[src/rtl/mem_tx_serializer.sv]
// mem_tx_serializer: reads sample words from SRAM and streams their kept bytes LSB-first over AXI-stream.
// Optional identify response ("1ALS") is compiled in with MEM_TX_ID_EN.
module mem_tx_serializer #(
  parameter int MDW = 32,
  parameter int CW  = 20
) (
  input  logic               clk,
  input  logic               rst,
  input  logic               start,
  input  logic [CW-1:0]      count,
  input  logic               abort,
  output logic               busy,
  output logic               done,
  output logic               mem_rd,
  input  logic               mem_valid,
  input  logic [MDW/8-1:0]   mem_keep,
  input  logic [MDW-1:0]     mem_data,
  output logic               str_txd_tvalid,
  output logic [7:0]         str_txd_tdata,
  input  logic               str_txd_tready,
  input  logic               id_req
);
  localparam int KW = MDW / 8;
  typedef enum logic [2:0] {
    S_IDLE, S_REQ, S_WAIT, S_SEND, S_DONE
`ifdef MEM_TX_ID_EN
    , S_ID
`endif
  } state_t;
  state_t        state_q, state_d;
  logic [CW-1:0] cnt_q, cnt_d;
  logic [KW-1:0] keep_q, keep_d;
  logic [MDW-1:0] data_q, data_d;
  logic          abort_q, abort_d;
  logic          eos;
`ifdef MEM_TX_ID_EN
  localparam logic [31:0] ID_BYTES = 32'h534C4131;
  logic [1:0] id_q, id_d;
  always_ff @(posedge clk or posedge rst)
    if (rst) id_q <= '0;
    else     id_q <= id_d;
`else
  logic unused_id_req;
  assign unused_id_req = id_req;
`endif
  always_ff @(posedge clk or posedge rst) begin
    if (rst) begin
      state_q <= S_IDLE;
      cnt_q   <= '0;
      keep_q  <= '0;
      data_q  <= '0;
      abort_q <= 1'b0;
    end else begin
      state_q <= state_d;
      cnt_q   <= cnt_d;
      keep_q  <= keep_d;
      data_q  <= data_d;
      abort_q <= abort_d;
    end
  end
  always_comb begin
    state_d = state_q;
    cnt_d   = cnt_q;
    keep_d  = keep_q;
    data_d  = data_q;
    abort_d = abort_q | (abort && state_q != S_IDLE);
    eos     = 1'b0;
`ifdef MEM_TX_ID_EN
    id_d    = id_q;
`endif
    case (state_q)
      S_IDLE: begin
`ifdef MEM_TX_ID_EN
        if (id_req) begin
          state_d = S_ID;
          id_d    = '0;
        end else
`endif
        if (start) begin
          cnt_d   = count;
          state_d = (count == '0) ? S_DONE : S_REQ;
        end
      end
      S_REQ:  state_d = S_WAIT;
      S_WAIT: if (mem_valid) begin
        data_d  = mem_data;
        keep_d  = mem_keep;
        state_d = (mem_keep != '0) ? S_SEND : state_q;
        eos     = (mem_keep == '0);
      end
      S_SEND: if (str_txd_tready) begin
        // clearing the lowest set bit retires exactly the byte being presented
        keep_d = keep_q & (keep_q - KW'(1));
        eos    = (keep_d == '0);
      end
      S_DONE: state_d = S_IDLE;
`ifdef MEM_TX_ID_EN
      S_ID: if (str_txd_tready) begin
        id_d    = id_q + 2'd1;
        state_d = (id_q == 2'd3) ? S_DONE : S_ID;
      end
`endif
      default: state_d = S_IDLE;
    endcase
    if (eos) begin
      cnt_d   = cnt_q - CW'(1);
      state_d = (cnt_q == CW'(1) || abort_d) ? S_DONE : S_REQ;
    end
    if (state_d == S_IDLE) abort_d = 1'b0;
  end
  always_comb begin
    busy           = state_q != S_IDLE;
    done           = state_q == S_DONE;
    mem_rd         = state_q == S_REQ;
    str_txd_tvalid = state_q == S_SEND;
    str_txd_tdata  = 8'h00;
    if (state_q == S_SEND)
      for (int i = KW - 1; i >= 0; i--)
        if (keep_q[i]) str_txd_tdata = data_q[8*i +: 8];
`ifdef MEM_TX_ID_EN
    if (state_q == S_ID) begin
      str_txd_tvalid = 1'b1;
      str_txd_tdata  = ID_BYTES[{id_q, 3'b000} +: 8];
    end
`endif
  end
endmodule
[config.mk]
export PLATFORM = sky130hd
export DESIGN_NAME = mem_tx_serializer
export DESIGN_NICKNAME = d
export VERILOG_FILES = /design/src/rtl/mem_tx_serializer.sv
export SDC_FILE = /design/constraint.sdc
export NUM_CORES = 1
export LEC_CHECK = 0
export CORE_UTILIZATION = 35
export DETAILED_ROUTE_END_ITERATION = 16
export PLACE_DENSITY = 0.64
export SLEW_MARGIN = 20
export SYNTH_ARGS = -nofsm -noshare
export SYNTH_HDL_FRONTEND = slang
export SYNTH_SLANG_ARGS = --single-unit
[constraint.sdc]
create_clock -name clk -period 2.97 [get_ports clk]
set_clock_uncertainty 0.1 [all_clocks]
set_input_delay 0.594 -clock clk [delete_from_list [all_inputs] [get_ports clk]]
set_output_delay 0.594 -clock clk [all_outputs]
set_load 0.05 [all_outputs]
Word-level counts from Yosys, hierarchy flattened
Cells that the tools add are included.
W data, S select, Z words.
- add/subtract/negate cells: 2
- mux-type cells: 22
- reductions and logical operators: 15
- eq/ne operators: 7
- bitwise gates (word level): 2
- operator list (cell ; number):
    $mux W20 ; 3
    $mux W8 ; 5
    $eq A20 B1 Y1 const B ; 1
    $logic_not A20 Y1 ; 1
    $sub A20 B1 Y20 const B ; 1
    $mux W3 ; 6
    $pmux W3 S4 ; 1
    $logic_not A4 Y1 ; 2
    $mux W4 ; 2
    $pmux W4 S2 ; 1
    $eq A3 B2 Y1 const B ; 2
    $logic_not A3 Y1 ; 2
    $reduce_bool A2 Y1 ; 3
    $and A4 B4 Y4 ; 1
    $reduce_and A2 Y1 ; 2
    $reduce_bool A4 Y1 ; 1
    $sub A4 B1 Y4 const B ; 1
    $eq A3 B1 Y1 const B ; 1
    $eq A3 B3 Y1 const B ; 1
    $mux W1 ; 3
    $reduce_and A3 Y1 ; 1
    $reduce_bool A3 Y1 ; 1
    $ne A2 B1 Y1 const B ; 1
    $ne A2 B2 Y1 const B ; 1
    4 further kinds ; 4
- register bits: 60
- input bits: 63
- word-level logic and storage cells: 53
- output and inout bits: 12

Depth between registers and ports, before layout
- depth in word-level cells: 8
- gate-level depth with buffers: 8
- gate-level depth less buffers: 7

Least setup slack after synthesis
OpenSTA, ideal clock, no wires.
- path type: reg-to-output
- start point: register keep_q[1]
- end point: output str_txd_tdata[0]
- buffers on the path: 2
- slack: 0.090 ns
- cell stages (with the launch flop): 6
- required time: 2.276 ns
- data arrival time: 2.186 ns
- path through: dfrtp_1 -> clkbuf_1 -> or2_2 -> clkbuf_1 -> a211oi_1 -> nor3_1
- word-level cells in the longest chain between the ends: 3
- ends and longest elaborated chain (item ; RTL line ; text):
    from (decl) ; 32 ; logic [KW-1:0] keep_q, keep_d;
    from (signal assigned) ; 56 ; keep_q <= keep_d;
    $mux W8 (2 in a row) ; 119 ; if (keep_q[i]) str_txd_tdata = data_q[8*i +: 8];
    $mux W8 ; 117 ; if (state_q == S_SEND)
    to (decl) ; 19 ; output logic [7:0] str_txd_tdata,
Every way passes these cells.

Worst setup path in the final report
- start point: register state_q[2]
- end point: output str_txd_tvalid
- word-level cells in the longest chain between the ends: 1
- ends and longest elaborated chain (item ; RTL line ; text):
    from (decl) ; 30 ; state_t state_q, state_d;
    from (signal assigned) ; 54 ; state_q <= state_d;
    $eq A3 B2 Y1 ; 115 ; str_txd_tvalid = state_q == S_SEND;
    to (decl) ; 18 ; output logic str_txd_tvalid,
Every way passes these cells.

==> out/qor.yml <==
die_x_um: 97.27
post_cts_buffers: 0
die-height_um: 97.27
fin_area_um2: 4205
multi_input_area_um2: 1503
crit_arrival_ns: 2.04
synthArstFlopShare_pct: 100.0
grt_use_met1_pct: 23.85
tns_ns: 0
num_rows: 34
grt_first_pass_wirelength_um: 13390
via_per_inst: 5.308
syn_nets: 395
insertion_delay_ns: 0.34
met3_usage_pct: 3.094
grt_pass1_vias: 2778
synth_seq_cells: 60
register_area_um2: 1501
power_w: 0.004161
antenna_found_initial: 0
num-fill-cells: 824
critPathLaunch: "state_q[2]"
reg2reg_from: "cnt_q[0]"
holdBufCountCts: 0
p_leak_nw: 1.713
start_util_pct: 36.25
grt_max_degree: 47
switchingPower_w: 0.001683
placed_area_um2: 3989
p_comb_share_pct: 43.6
rsz0062_at_grt: "no"
intPower_w: 0.002478
power_frac_seq_pct: 37.1
netlist_area_um2: 3177
netlist-cell-type-count: 49
wl_um: 7976
grt_usage_pct: 17.60
fin_nets: 469
num_io_pins: 75
antenna_cells: 0
gr-max-usage-layer: "met2"
clockRootBuffer: "clkbuf_8"
yosysTopAreaCell: "dfrtp_1"
min_period_ns: 2.732
drc: 0
maxCapViolations: 0
setup_viol: 0
synth_cells: 330
swShare_pct: 40.45
finalHoldViolCount: 0
slew_headroom_pct: 66.01
synth_edf_count: 0
portBuffers: 73
fmax_ghz: 0.3660
core_area_um2: 8763
die_area_um2: 9461
p_per_area_nw_per_um2: 989.5
startpoint_type: "register"
synth_most_common_cell: "dfrtp_1"
synth_common_cells: "60 x dfrtp_1, 40 x nand2_1, 27 x a21oi_1"
grt_use_met2_pct: 26.49
clockPowerShare_pct: 19.4
fin_crit_sh_pct: 92.00
peakVddDrop_v: 0.0003056
cts_buffer_depth: 2
hpwl_um: 5843
min-delay-start: "data_q[24]"
hold_ws_ns: 0.4061
status: "finished, final reports clean"
dr.pass1.iters: 4
layout-drive-gt1-share_pct: 17.11
drt_iter0_drc: 174
antenna_left: 0
maxSlewViolCount: 0
seq_area_frac_synth_pct: 47.26
cts_made_buffers: 9
critPathKind: "reg -> out"
yosysWarningCount: 0
numClockSinks: 60
synth_top_area_share_pct: 47.26
clkTransAtPathRegs_ns: 0.06
worst_pin_slew_ns: 0.5099
cts_tree: "yes"
cts_resized: 0
crit_fanout: 10
h-tree-depth: 3
avgRoutedWirePerCell_um: 15.43
hold_path_class: "reg -> reg"
end_kind: "output port"
gp_congestion: 0.8467
avgSynthCellArea_um2: 9.627
area_growth_pct: 32.37
vias: 2744
synthTopCellsByArea: "dfrtp_1 47%, mux2_2 8.5%, nand2_1 4.7%"
cp.required_ns: 2.28
gr-total-overflow: 0
ys.flop_type: "dfrtp_1"
sequential cells by signal, indices dropped and copies added, names as in the netlist:
register and flops:
state_q 3, cnt_q 20, abort_q 1, data_q 32, keep_q 4
final timing paths:
kind,endpoint,slack (ns),cells after the start
max,str_txd_tvalid,0.24,3
min,data_q[24],0.41,1
max reg2reg,cnt_q[14],0.50,7
min reg2reg,data_q[24],0.41,1
max in group asynchronous,keep_q[3],1.61,3
min in group asynchronous,data_q[0],0.50,2
metrics by stage:
stage	std cells	setup WS, ns	util (%)
4_1_cts	517	0.2060	47.99
3_3_place_gp	501	0.3836	45.52
2_1_floorplan	330	0.09023	-
6_report	517	0.2375	47.99
5_1_grt	517	0.1169	47.99
3_5_place_dp	501	0.3675	45.52
critical path, stage by stage (launching register included):
cell and delay [ns]:
dfrtp_1 0.44, nand3b_4 0.25, inv_2 0.18, clkdlybuf4s50_1 0.83
cell usage in the layout, fill, tap and decap left out, types with 2 or more instances in the layout:
cell type | synthesis | final
nor4_1 | 8 | 8
buf_4 | 1 | 16
o21ai_0 | 22 | 22
nor4_4 | 2 | 2
dfrtp_1 | 60 | 60
a211oi_2 | 2 | 2
o311ai_1 | 2 | 2
bufinv_16 | 0 | 2
or4_1 | 2 | 2
clkdlybuf4s50_1 | 0 | 65
and2_1 | 4 | 4
nor3b_1 | 5 | 5
inv_1 | 20 | 19
clkinv_2 | 0 | 3
nand3_1 | 6 | 6
ha_1 | 2 | 2
mux2_2 | 24 | 24
clkbuf_8 | 0 | 10
a211oi_1 | 11 | 11
nor2_1 | 22 | 22
o22ai_1 | 5 | 5
a21oi_1 | 27 | 27
inv_2 | 1 | 2
a22o_1 | 3 | 3
nand2_1 | 40 | 40
o221ai_1 | 2 | 2
a221o_1 | 3 | 3
nor3_1 | 19 | 19
kinds of logic after synthesis:
kind of cell / Yosys count / synth area share (%)
AND/OR/NAND/NOR: 115 / 18.91
AO/OA/AOI/OAI: 90 / 19.10
flip-flops: 60 / 47.26
buffers and inverters: 39 / 5.435
multiplexers: 24 / 8.507
adder cells (fa/ha/maj): 2 / 0.7876
layer usage:
| layer | routed length [um] | part of all wire [%] |
|---|---|---|
| met1 | 3750 | 47 |
| met2 | 3626 | 45 |
| met3 | 311 | 3.9 |
| met4 | 288 | 3.6 |
| met5 | 0 | 0 |
power by group through the flow:
stage	logic (W)	clock network [W]	registers, W
after floorplan	0.00141	0	0.00144
after global placement	0.00178	0	0.00153
after detailed placement	0.00182	0	0.00155
after CTS	0.00183	0.000828	0.00154
after global routing	0.00201	0.000859	0.00160
final	0.00181	0.000807	0.00154
cell type report:
| cell class | instances | area share [%] |
|---|---|---|
| multi-input combinational | 231 | 35.73 |
| sequential | 60 | 35.70 |
| timing repair buffer | 81 | 18.33 |
| clock buffer | 11 | 3.362 |
| tap | 108 | 3.213 |
| inverter | 21 | 1.874 |
| clock inverter | 5 | 1.785 |
Power figures use the tool's default switching activity.
